**config.mk**
```make
export PLATFORM = sky130hd
export DESIGN_NAME = instr_fetch_queue
export DESIGN_NICKNAME = d
export VERILOG_FILES = /design/src/rtl/riscv_pkg.sv /design/src/rtl/fetch_queue_mem.sv /design/src/rtl/instr_fetch_queue.sv
export SDC_FILE = /design/constraint.sdc
export NUM_CORES = 1
export LEC_CHECK = 0
export ABC_AREA = 1
export CAP_MARGIN = 20
export CORE_UTILIZATION = 50
export DETAILED_ROUTE_END_ITERATION = 8
export PLACE_DENSITY = 0.74
export SETUP_SLACK_MARGIN = 0.4
export SLEW_MARGIN = 5
export SYNTH_ARGS = -nofsm -noshare
export SYNTH_HDL_FRONTEND = slang
export SYNTH_HIERARCHICAL = 1
export SYNTH_SLANG_ARGS = --single-unit
```
**constraint.sdc**
```tcl
create_clock -name clk -period 10.05 [get_ports clk]
set_input_delay 2.5125 -clock clk [delete_from_list [all_inputs] [get_ports clk]]
set_output_delay 2.5125 -clock clk [all_outputs]
set_load 0.02 [all_outputs]
```
**src/rtl/riscv_pkg.sv**
```systemverilog
`default_nettype none
// +------------------------------------------------------------------+
// | riscv_pkg: shared fetch/decode types and constants               |
// | Rev 1.0                                                          |
// +------------------------------------------------------------------+
package riscv_pkg;

    localparam int          XLEN      = 32;
    localparam logic [31:0] NOP_INSTR = 32'h00000013;

    typedef struct packed {
        logic [XLEN-1:0] PC;
        logic [XLEN-1:0] Instr;
    } fetch_entry_t;

endpackage
`default_nettype wire

```
**src/rtl/fetch_queue_mem.sv**
```systemverilog
`default_nettype none
// +------------------------------------------------------------------+
// | fetch_queue_mem: DEPTH-entry register array, 1W sync / 1R async  |
// | Rev 1.0                                                          |
// +------------------------------------------------------------------+
module fetch_queue_mem
    import riscv_pkg::*;
#(
    parameter  int DEPTH = 4,
    localparam int AW    = $clog2(DEPTH)
) (
    input  logic               clk,
    input  logic               we_i,
    input  logic [AW-1:0]      waddr_i,
    input  fetch_entry_t       wdata_i,
    input  logic [AW-1:0]      raddr_i,
    output fetch_entry_t       rdata_o
);

    // Storage is never reset; occupancy logic in the parent masks stale data.
    fetch_entry_t mem_q [DEPTH];

    always_ff @(posedge clk) begin
        if (we_i) begin
            mem_q[waddr_i] <= wdata_i;
        end
    end

    assign rdata_o = mem_q[raddr_i];

endmodule
`default_nettype wire

```
**src/rtl/instr_fetch_queue.sv**
```systemverilog
`default_nettype none
// +------------------------------------------------------------------+
// | instr_fetch_queue: fetch->decode prefetch FIFO with 1-cycle flush |
// | Rev 1.0                                                          |
// +------------------------------------------------------------------+
module instr_fetch_queue
    import riscv_pkg::*;
#(
    parameter int DEPTH = 4,
    parameter int XLEN  = 32
) (
    input  logic                     clk,
    input  logic                     reset,
    input  logic [XLEN-1:0]          InstrF,
    input  logic [XLEN-1:0]          PCF,
    input  logic                     ValidF,
    output logic                     ReadyF,
    output logic [XLEN-1:0]          InstrD,
    output logic [XLEN-1:0]          PCD,
    output logic                     ValidD,
    input  logic                     StallD,
    input  logic                     FlushD,
    output logic [$clog2(DEPTH):0]   CountQ
);

    localparam int             AW         = $clog2(DEPTH);
    localparam int             CW         = AW + 1;
    localparam logic [CW-1:0]  FULL_COUNT = CW'(DEPTH);

    logic [AW-1:0] wr_ptr_q, wr_ptr_d;
    logic [AW-1:0] rd_ptr_q, rd_ptr_d;
    logic [CW-1:0] count_q,  count_d;
    logic          ready_q,  ready_d;

    logic          push;
    logic          pop;
    fetch_entry_t  wdata;
    fetch_entry_t  head;

    assign ValidD = (count_q != '0);
    assign push   = ValidF & ready_q & ~FlushD;
    assign pop    = ValidD & ~StallD & ~FlushD;

    assign wdata.PC    = PCF;
    assign wdata.Instr = InstrF;

    fetch_queue_mem #(
        .DEPTH (DEPTH)
    ) u_mem (
        .clk     (clk),
        .we_i    (push),
        .waddr_i (wr_ptr_q),
        .wdata_i (wdata),
        .raddr_i (rd_ptr_q),
        .rdata_o (head)
    );

    always_comb begin
        wr_ptr_d = wr_ptr_q;
        rd_ptr_d = rd_ptr_q;
        count_d  = count_q;
        if (FlushD) begin
            wr_ptr_d = '0;
            rd_ptr_d = '0;
            count_d  = '0;
        end else begin
            if (push) wr_ptr_d = wr_ptr_q + AW'(1);
            if (pop)  rd_ptr_d = rd_ptr_q + AW'(1);
            case ({push, pop})
                2'b10:   count_d = count_q + CW'(1);
                2'b01:   count_d = count_q - CW'(1);
                default: count_d = count_q;
            endcase
        end
        // Registered so ReadyF has no path from StallD/FlushD.
        ready_d = (count_d != FULL_COUNT);
    end

    always_ff @(posedge clk) begin
        if (reset) begin
            wr_ptr_q <= '0;
            rd_ptr_q <= '0;
            count_q  <= '0;
            ready_q  <= 1'b1;
        end else begin
            wr_ptr_q <= wr_ptr_d;
            rd_ptr_q <= rd_ptr_d;
            count_q  <= count_d;
            ready_q  <= ready_d;
        end
    end

    assign ReadyF = ready_q;
    assign CountQ = count_q;
    assign InstrD = ValidD ? head.Instr : NOP_INSTR;
    assign PCD    = ValidD ? head.PC    : '0;

endmodule
`default_nettype wire
```
Word-level counts from Yosys, hierarchy flattened. Memory sizes are Yosys's and may differ from the RTL's. A register that Yosys moved wholly into a read port is not among the register bits. Index checks and enable logic that the tools add are counted.

Flip-flop bits (word level): 8. Bits in writable memories: 256. Bits of input ports: 69. Output and inout port bits: 69. Word-level logic and storage cells: 28. Memories: 1.

Add/subtract/negate cells: 4. Eq/ne operators: 3. Mux-type cells: 8. Bitwise operators: 6. Reduce and logical (&&, ||, !) cells: 2.

Memories: u_mem.mem_q (depth 4, width 64, read ports 1, clocked after Yosys merged registers in 1, wr ports 1, line fetch_queue_mem.sv:21) `fetch_entry_t mem_q [DEPTH];`.

Operators by type and width (count): 32-bit 2-to-1 mux (2); 3-bit one-hot mux with 2 select lines (1); 2-bit by 1-bit adder with 2-bit output (second input constant) (2); 1-bit bitwise AND (4); 2-bit 2-to-1 mux (2); 3-bit by 1-bit adder with 3-bit output (second input constant) (1); 3-bit 2-to-1 mux (1); 3-bit != test (second input constant) (1); 3-bit nonzero test (1); 3-bit by 1-bit subtractor with 3-bit output (second input constant) (1); 2-bit by 1-bit equality test with 1-bit output (second input constant) (1); 2-bit equality test (second input constant) (1); 1-bit 2-to-1 mux (2); 1-bit inverter (2); 2-bit OR reduction (1).

Depth between registers and ports, before layout. Gate-level depths: netlist of the first run.

Depth after elaboration: 7. Depth in mapped cells: 12. Depth with buffers taken out: 12.

Modules after synthesis. The synthesis of the first run kept the hierarchy.

By module, submodules not included: fetch_queue_mem (times used 1, cells an instance 1010, area an instance 10761.6 µm², sequential area each 7687.4 µm²); instr_fetch_queue (times used 1, cells an instance 198, area an instance 982.2 µm², sequential area each 160.2 µm²).

Worst setup path after synthesis of the first run. Ideal clock, no wire load.

Kind: in2reg. Start point: input port ValidF. End point: memory u_mem/mem_q[1][0] (netlist name), enable pin. Arrival time: 7.186 ns. Data required time: 9.485 ns. Slack: 2.299 ns. Stages on the path: 4. Buffers on the path: 0. Cells stage by stage: nand2_1 nor2_1 inv_1 nor3_1.

Cells in the longest elaborated chain, start to end: 4.

Ends and longest elaborated chain: start: declaration (line instr_fetch_queue.sv:16) `input logic ValidF,`; 1-bit bitwise AND (2 in a row) (line instr_fetch_queue.sv:41) `assign push = ValidF & ready_q & ~FlushD;`; named net push (line instr_fetch_queue.sv:35) `logic push;`; 1-bit 2-to-1 mux (line fetch_queue_mem.sv:24) `if (we_i) begin`; 1-bit 2-to-1 mux (not written as such) (line fetch_queue_mem.sv:25) `mem_q[waddr_i] <= wdata_i;`; end: declaration (line fetch_queue_mem.sv:21).

The timed path passes the listed nets, and every way through them passes these cells.

==> impl_metrics.tcl, run 1 <==
set metrics [dict create \
    global_route.usage.total_pct 20.3 \
    synth_most_common_cell "nand2_1" \
    postLayoutCellArea_um2 14200 \
    io_pins 138 \
    die_x_um 155 \
    synth_top_area_share_pct 65.5 \
    hold_end "wr_ptr_q[1]$_SDFFE_PP0P_" \
    clock_latency_ns 0.53 \
    post_cts_buffers 0 \
    num_rows 55 \
    cap_violations 0 \
    synth_edf_count 256 \
    cts_buffers 28 \
    cp-end-kind "primary output" \
    clk_pin_slew_worst_paths_ns 0.06 \
    vias 7771 \
    rr_endpoint "ReadyF$_SDFF_PP1_" \
    ys_top_cells_by_count "nand2_1, inv_1, edfxtp_1, nand3_1, nor2_1" \
    cts.path.max_buffers 3 \
    synthFlopType "edfxtp_1" \
    period_share_pct 58.1 \
    ys_seq_elements 264 \
    antenna_found_initial 1 \
    overflow 0 \
    ir_worst_vdd_mv 0.120 \
    comb_power_share_pct 6.6 \
    synth_area_per_cell_um2 9.72 \
    start_kind "flip-flop" \
    internal_power_mw 1.81 \
    hold_depth 2 \
    htree_levels 1 \
    cpLargestDelayFamily "buffers and inverters" \
    vias_per_cell 4.64 \
    rsz0062_at_grt "false" \
    reg2reg_from "CountQ[0]$_SDFF_PP0_" \
    syn-num-nets 1279 \
    drc 0 \
    outcome "complete, no violations" \
    routabilityCongestion 0.769 \
    initial_core_util_pct 51.4 \
    max_freq_ghz 0.171 \
    powerDensity_nw_per_um2 163 \
    maxSlewHeadroom_pct 40.3 \
    power_switching_mw 0.491 \
    place_hpwl_um 13400 \
    fin_skew_ns 0.0160 \
    synth_cell_type_count 21 \
    seq_area_frac_synth_pct 66.8 \
    reg2reg_depth 12 \
    cellLeakagePower_nw 6.42 \
    drive_above_1_share_pct 4.70 \
    cts_root_buf "clkbuf_16" \
    port_buffers 137 \
    hold_viol 0 \
    power_frac_seq_pct 53.3 \
    core-area_um2 22800 \
    worst-r2r-setup-slack_ns 8.10 \
    final_nets 1411 \
    cts_tree "yes" \
    postCtsHoldBufs 0 \
    postRouteWirelength_um 23500 \
    grt_pass1_wl_um 38000 \
    p_clk_share_pct 40.0 \
    initialDrtViolationCount 527 \
    grt_max_degree 85 \
    syn_area_um2 11700 \
    setup.worst_path.class "flip-flop to primary output" \
    die_area_um2 24100 \
    synthArstFlopShare_pct 0 \
    worst_slew_pin_slew_ns 0.895 \
    cts_resized 0 \
    drt_pass1_iterations 5 \
    cts_sinks 264 \
    dp_cells 1623 \
    grt_pass1_vias 7659 \
    synth_warnings 6 \
    required_ns 7.54 \
    arrival_ns 3.32 \
    min_period_ns 5.83 \
    tns_ns 0 \
    final_cells 1676 \
    ys_top_cells_by_area "edfxtp_1, nand2_1, inv_1" \
    drt-wirelength-per-cell_um 14.0 \
    drv_slew 0 \
    switching_share_pct 21.3 \
    crit_top_cell "nand2_1" \
    worstHoldStart "wr_ptr_q[1]$_SDFFE_PP0P_" \
    synthToLayoutAreaGrowth_pct 20.6 \
    die_h_um 155 \
    crit_chain "inv_4, buf_4, nand2_1, nand3_1, nand2_1, or2_1, clkdlybuf4s50_1" \
    path_max_fanout 80 \
    setup_viol 0 \
    synth_area_leader_cell "edfxtp_1" \
    place_area_um2 13300 \
    hold_path.class "flip-flop to flip-flop" \
    slowest_stage "buf_4" \
    syn_inst 1208 \
    slowest_delay_ns 0.72 \
    crit_buf_inv 3 \
    postRouteAntennaNets 0 \
]
==> final cells by class <==
type,instances,area (µm²)
Fill cell,1857,8680
Sequential cell,264,7850
Inverter,338,1270
Antenna cell,1,2.50
Tap cell,313,392
Multi-Input combinational cell,559,2340
Clock inverter,19,97.6
Clock buffer,33,741
Timing Repair Buffer,149,1460
==> layout by cell type (no fill, tap or decap), types with 6 or more instances in the layout <==
cell type	netlist	routed
buf_4	14	12
clkbuf_16	0	29
clkdlybuf4s50_1	0	137
clkinv_1	0	7
clkinv_2	0	11
dfxtp_1	8	6
edfxtp_1	256	256
inv_1	335	335
nand2_1	337	337
nand3_1	136	136
nor2_1	70	70
==> flip-flops by register name, indices dropped and copies added (netlist names) <==
name	count
CountQ	3
ReadyF	1
rd_ptr_q	2
wr_ptr_q	2
u_mem/mem_q	256
==> worst max-delay path by stage <==
stage	cells past startpoint	start	end	slack, ns
3_5_place_dp	7	rd_ptr_q[0]$_SDFFE_PP0P_	InstrD[1]	4.76
4_1_cts	7	rd_ptr_q[0]$_SDFFE_PP0P_	InstrD[1]	4.20
3_3_place_gp	7	rd_ptr_q[0]$_SDFFE_PP0P_	InstrD[1]	4.83
2_1_floorplan	4	ValidF	u_mem/mem_q[1][0]$_DFFE_PP_	2.30
6_report	7	rd_ptr_q[0]$_SDFFE_PP0P_	InstrD[1]	4.22
5_1_grt	7	rd_ptr_q[0]$_SDFFE_PP0P_	InstrD[0]	3.97
==> power by group through the flow <==
stage	clock network [mW]	registers, mW	logic, mW
2_1_floorplan	0	1.25	0.0784
3_3_place_gp	0	1.25	0.152
3_5_place_dp	0	1.25	0.155
4_1_cts	0.944	1.23	0.155
5_1_grt	0.988	1.23	0.171
6_report	0.923	1.23	0.153
==> metal layers <==
metal  wire, µm  vias to the layer above  part of all wire [%]  track usage, %
li1           -                     3946                     -               -
met1       9440                     3573                    40            24.5
met2      11900                      204                    51            36.8
met3       1360                       48                   5.8            3.40
met4        722                        0                   3.1            6.68
met5          0                        -                     0               0
==> per-stage QoR <==
stage	power (mW)	hold WS, ns	util (%)	setup WS [ns]
finish	2.31	0.534	62.0	4.22
global route	2.39	0.572	62.0	3.97
CTS	2.33	0.534	62.0	4.20
detailed placement	1.41	0.525	58.3	4.76
global placement	1.40	0.497	58.3	4.83
floorplan	1.33	0.461	-	2.30
==> worst reg2reg max path, cell delays in order (launching register included) <==
cell	delay, ns
dfxtp_1	0.43
nor2_2	0.08
nand2_4	0.10
nand2_1	0.09
nor2_1	0.11
ha_1	0.21
fa_1	0.41
inv_1	0.07
nand2_1	0.06
nand3_1	0.09
nand2_1	0.06
inv_1	0.05
nand3_1	0.06
==> kinds of logic (layout without fill, tap and decap cells) <==
| logic type | Yosys count | in the layout | synth area share (%) |
|---|---|---|---|
| buffers and inverters | 385 | 539 | 13.4 |
| other | 0 | 1 | 0 |
| flip-flops | 264 | 264 | 66.8 |
| adder cells (fa/ha/maj) | 2 | 2 | 0.277 |
| AND/OR/NAND/NOR | 554 | 554 | 19.4 |
| AO/OA/AOI/OAI | 3 | 3 | 0.128 |
Note: power is estimated with default switching activity, not from simulation.
==> run 2: changes to the inputs <==
==> constraint.sdc (replaced) <==
create_clock -name clk -period 6.1 [get_ports clk]
set_input_delay 1.525 -clock clk [delete_from_list [all_inputs] [get_ports clk]]
set_output_delay 1.525 -clock clk [all_outputs]
set_load 0.02 [all_outputs]
==> run 2 against run 1 <==
  * Setup slack worse by 2.9 ns
  * Die area stayed put
  * Non-clock buffer count is 1 lower
  * Critical path depth stayed put
  * Register-to-register slack worse by 4.1 ns
  * Combinational power is 65% higher
  * Power is 63% higher
  * Core utilization is 0.21 points lower
  * Sequential share of layout area is 0.19 points higher
  * Worst hold slack worse by 0.026 ns
  * Final cell count is 0.24% lower
  * Critical path type unchanged
  * Critical endpoint is now InstrD[4]
==> impl_metrics.tcl, run 2 (synthesized netlist as in run 1, its figures left out) <==
set metrics [dict create \
    outcome "complete, no violations" \
    setup.worst_path.class "flip-flop to primary output" \
    max_freq_ghz 0.208 \
    grt_pass1_vias 7524 \
    slowest_stage "inv_4" \
    htree_levels 1 \
    largest_reg_flops 256 \
    worst_slew_pin_slew_ns 1.02 \
    fin_skew_ns 0.0206 \
    place_hpwl_um 13100 \
    port_buffers 137 \
    worst-r2r-setup-slack_ns 3.99 \
    reg2reg_depth 5 \
    die_x_um 155 \
    vias_per_cell 4.69 \
    overflow 0 \
    postRouteWirelength_um 23000 \
    cellLeakagePower_nw 6.38 \
    ir_worst_vdd_mv 0.289 \
    synthToLayoutAreaGrowth_pct 20.2 \
    slowest_delay_ns 0.71 \
    drc 0 \
    initialDrtViolationCount 472 \
    required_ns 4.58 \
    start_kind "flip-flop" \
    rr_endpoint "u_mem/mem_q[3][40]$_DFFE_PP_" \
    core-area_um2 22800 \
    antenna_found_initial 0 \
    drv_slew 0 \
    cp-end-kind "primary output" \
    drive_above_1_share_pct 4.27 \
    fin_ws_ns 1.30 \
    place_ws_ns 1.84 \
    maxSlewHeadroom_pct 31.8 \
    arrival_ns 3.28 \
    crit_cells 7 \
    cts_tree "yes" \
    min_period_ns 4.80 \
    num_rows 55 \
    setup_viol 0 \
    hold_viol 0 \
    final_common_cell "nand2_1" \
    grt_max_degree 90 \
    crit_buf_inv 3 \
    grt_pass1_wl_um 36500 \
    cts_root_buf "clkbuf_16" \
    hold_depth 2 \
    tns_ns 0 \
    die_area_um2 24100 \
    cap_violations 0 \
    period_share_pct 78.8 \
    rsz0062_at_grt "false" \
    clk_pin_slew_worst_paths_ns 0.06 \
    vias 7843 \
    cts_buffers 27 \
    cts_resized 0 \
    io_pins 138 \
    reg2reg_from "ReadyF$_SDFF_PP1_" \
    cts.path.max_buffers 3 \
    drt_pass1_iterations 5 \
    worstHoldStart "wr_ptr_q[1]$_SDFFE_PP0P_" \
    crit_chain "inv_4, buf_4, nand2_1, nand3_1, nand2_1, or2_1, clkdlybuf4s50_1" \
    top_register "u_mem/mem_q" \
    global_route.usage.total_pct 19.5 \
    powerDensity_nw_per_um2 266 \
    die_h_um 155 \
    final_cell_mix "nand2_1, inv_1, edfxtp_1" \
    drt-wirelength-per-cell_um 13.8 \
    whs_ns 0.509 \
    postRouteAntennaNets 0 \
    postCtsHoldBufs 0 \
    initial_core_util_pct 51.4 \
    routabilityCongestion 0.783 \
    fin_total_pwr_mw 3.76 \
    cts_sinks 264 \
    hold_end "wr_ptr_q[1]$_SDFFE_PP0P_" \
    path_max_fanout 89 \
    post_cts_buffers 0 \
    cpLargestDelayFamily "buffers and inverters" \
    crit_top_cell "nand2_1" \
    hold_path.class "flip-flop to flip-flop" \
    clock_latency_ns 0.53 \
    final_nets 1409 \
]
[run 2: cell count changes in the layout (fill, tap and decap cells not counted)]
cell        delta
clkinvlp_4     +1
clkinv_2       -4
clkbuf_16      -2
bufinv_16      +1
buf_4          -1
clkinv_8       -1
clkinv_1       -1
clkbuf_1       +3
[run 2: metrics by stage]
step | cells | instance area, µm² | util [%]
after detailed placement | 1622 | 13300 | 58.3
after global routing | 1671 | 14100 | 61.8
after global placement | 1622 | 13300 | 58.3
after floorplan | 1208 | 11700 | -
final | 1672 | 14100 | 61.8
after CTS | 1671 | 14100 | 61.8
[run 2: cell type report]
cell class | instances | area [µm²]
clock buffers | 34 | 702
fillers | 1865 | 8730
clock inverters | 15 | 95.1
inverters | 338 | 1270
repair buffers | 148 | 1450
diodes | 1 | 2.50
well taps | 313 | 392
flip-flops and latches | 264 | 7850
multi-input cells | 559 | 2340
[run 2: worst max path at each step]
| stage | from | endpoint |
|---|---|---|
| 2_1_floorplan | ValidF | u_mem/mem_q[1][0]$_DFFE_PP_ |
| 3_3_place_gp | rd_ptr_q[0]$_SDFFE_PP0P_ | InstrD[4] |
| 3_5_place_dp | rd_ptr_q[0]$_SDFFE_PP0P_ | InstrD[4] |
| 4_1_cts | rd_ptr_q[0]$_SDFFE_PP0P_ | InstrD[4] |
| 5_1_grt | rd_ptr_q[0]$_SDFFE_PP0P_ | InstrD[4] |
| 6_report | rd_ptr_q[0]$_SDFFE_PP0P_ | InstrD[4] |
[run 2: power by group]
group / switching [mW] / total [mW] / leakage, nW / internal [mW]
clock network: 0.631 / 1.48 / 0.392 / 0.851
registers: 0.00863 / 2.03 / 2.39 / 2.02
logic: 0.144 / 0.252 / 3.60 / 0.108
[run 2: worst register-to-register path, stage by stage, from the launching register on]
cell	delay [ns]
dfxtp_1	0.35
nand2_1	0.06
nor2_1	0.19
inv_1	0.15
nor3_2	0.12
buf_4	0.81
[run 2: layer usage]
metal	GRT usage [%]	vias up	share of wire, %
li1	-	3935	-
met1	23.8	3659	41
met2	34.9	215	51
met3	3.20	34	5.5
met4	7.05	0	2.6
met5	0	-	0
==> run 3: changes to the inputs <==
==> constraint.sdc (replaced) <==
create_clock -name clk -period 4.8 [get_ports clk]
set_input_delay 1.2 -clock clk [delete_from_list [all_inputs] [get_ports clk]]
set_output_delay 1.2 -clock clk [all_outputs]
set_load 0.02 [all_outputs]
==> run 3 against run 2 <==
  * Sequential power rose by 27%
  * Wire length shrank 0.89%
  * Final cell count fell by 0.12%
  * Core utilization rose by 0.48 points
  * Combinational power up 29%
  * Critical endpoint is now InstrD[2]
  * Highest routed layer unchanged
==> impl_metrics.tcl, run 3 (synthesized netlist as in run 1, its figures left out) <==
set metrics [dict create \
    fin_total_pwr_mw 4.83 \
    reg2reg_depth 5 \
    rr_endpoint "u_mem/mem_q[2][30]$_DFFE_PP_" \
    final_common_cell "nand2_1" \
    final_nets 1411 \
    place_hpwl_um 13000 \
    grt_pass1_vias 7540 \
    post_cts_buffers 0 \
    vias_per_cell 4.69 \
    fillers 1848 \
    cap_violations 0 \
    vias 7824 \
    drt_pass1_iterations 5 \
    top_register "u_mem/mem_q" \
    setup_viol 0 \
    hold_viol 0 \
    die_h_um 155 \
    postLayoutCellArea_um2 14200 \
    die_area_um2 24100 \
    dp_cells 1623 \
    powerDensity_nw_per_um2 340 \
    routabilityCongestion 0.723 \
    multi_input_area_um2 2370 \
    grt_max_degree 117 \
    num_rows 55 \
    cts_tree "yes" \
    required_ns 3.60 \
    initialDrtViolationCount 501 \
    cp-end-kind "primary output" \
    place_area_um2 13400 \
    cts_root_buf "clkbuf_16" \
    drc 0 \
    hold_depth 2 \
    postRouteAntennaNets 0 \
    core-area_um2 22800 \
    synthToLayoutAreaGrowth_pct 21.1 \
    global_route.usage.total_pct 19.4 \
    cts_resized 0 \
    register_area_um2 7850 \
    reg2reg_from "ReadyF$_SDFF_PP1_" \
    port_buffers 137 \
    min_period_ns 4.00 \
    clock_latency_ns 0.51 \
    grt_pass1_wl_um 36700 \
    hold_end "CountQ[2]$_SDFF_PP0_" \
    cellLeakagePower_nw 6.42 \
    slowest_delay_ns 0.64 \
    fin_skew_ns 0.00605 \
    start_kind "flip-flop" \
    setup.worst_path.class "flip-flop to primary output" \
    path_max_fanout 68 \
    antenna_found_initial 0 \
    hold_path.class "flip-flop to flip-flop" \
    drv_slew 0 \
    final_cell_mix "nand2_1, inv_1, edfxtp_1" \
    htree_levels 1 \
    rsz0062_at_grt "false" \
    tns_ns 0 \
    period_share_pct 83.2 \
    crit_chain "inv_4, buf_16, nand2_1, nand3_1, nand2_1, inv_1, nor2_1, clkdlybuf4s50_1" \
    die_x_um 155 \
    arrival_ns 2.80 \
    cts.path.max_buffers 3 \
    overflow 0 \
    outcome "complete, no violations" \
    maxSlewHeadroom_pct 42.9 \
    initial_core_util_pct 51.4 \
    drive_above_1_share_pct 4.50 \
    final_cells 1670 \
    drt-wirelength-per-cell_um 13.7 \
    io_pins 138 \
    max_freq_ghz 0.250 \
    cts_sinks 264 \
    cts_buffers 27 \
    place_ws_ns 1.08 \
    fin_ws_ns 0.804 \
    worst_slew_pin_slew_ns 0.857 \
    worst-r2r-setup-slack_ns 2.75 \
    num_antenna_cells 0 \
    postCtsHoldBufs 0 \
    clk_pin_slew_worst_paths_ns 0.06 \
    postRouteWirelength_um 22800 \
    largest_reg_flops 256 \
    slowest_stage "clkdlybuf4s50_1" \
    worstHoldStart "CountQ[2]$_SDFF_PP0_" \
    ir_worst_vdd_mv 0.229 \
    crit_top_cell "nand2_1" \
]
-- run 3: worst max-delay path: cells and delay by family (launching register included) --
family,cells,cell delay (ns)
flops,1,0.52
buf+inv,4,1.24
simple gates,4,0.45
-- run 3: metrics by stage --
stage	hold WS, ns	utilization [%]
global route	0.577	62.3
floorplan	0.480	-
global placement	0.524	58.5
CTS	0.543	62.1
finish	0.551	62.3
detailed placement	0.534	58.5
-- run 3: power by group --
group / switching, mW / total [mW] / leakage (nW) / internal [mW]
combinational: 0.185 / 0.324 / 3.64 / 0.139
sequential: 0.0102 / 2.57 / 2.39 / 2.56
clock: 0.803 / 1.93 / 0.391 / 1.13
total: 0.998 / 4.83 / 6.42 / 3.83
-- run 3: worst max-delay path by stage --
stage                                   startpoint                           to  slack [ns]  depth (start not counted)
after floorplan                             ValidF  u_mem/mem_q[0][0]$_DFFE_PP_        0.29                          4
after global placement    rd_ptr_q[0]$_SDFFE_PP0P_                      PCD[11]        1.12                          8
after detailed placement  rd_ptr_q[0]$_SDFFE_PP0P_                      PCD[15]        1.08                          8
after CTS                 rd_ptr_q[0]$_SDFFE_PP0P_                      PCD[15]        0.53                          8
after global routing      rd_ptr_q[0]$_SDFFE_PP0P_                      PCD[31]        0.61                          8
final                     rd_ptr_q[0]$_SDFFE_PP0P_                    InstrD[2]        0.80                          8
-- run 3: layout make-up --
class	count	area share (%)
Multi-Input combinational cell	559	16.7
Clock buffer	30	4.83
Tap cell	313	2.75
Timing Repair Buffer	150	10.6
Sequential cell	264	55.2
Inverter	338	8.95
Clock inverter	16	0.959
-- run 3: layer usage --
layer | GRT usage [%] | vias to the layer above | share of wire [%]
met5 | 0 | - | 0
met4 | 6.12 | 0 | 2.2
met3 | 2.37 | 37 | 5.5
met2 | 34.2 | 221 | 50
met1 | 25.0 | 3625 | 43
li1 | - | 3941 | -
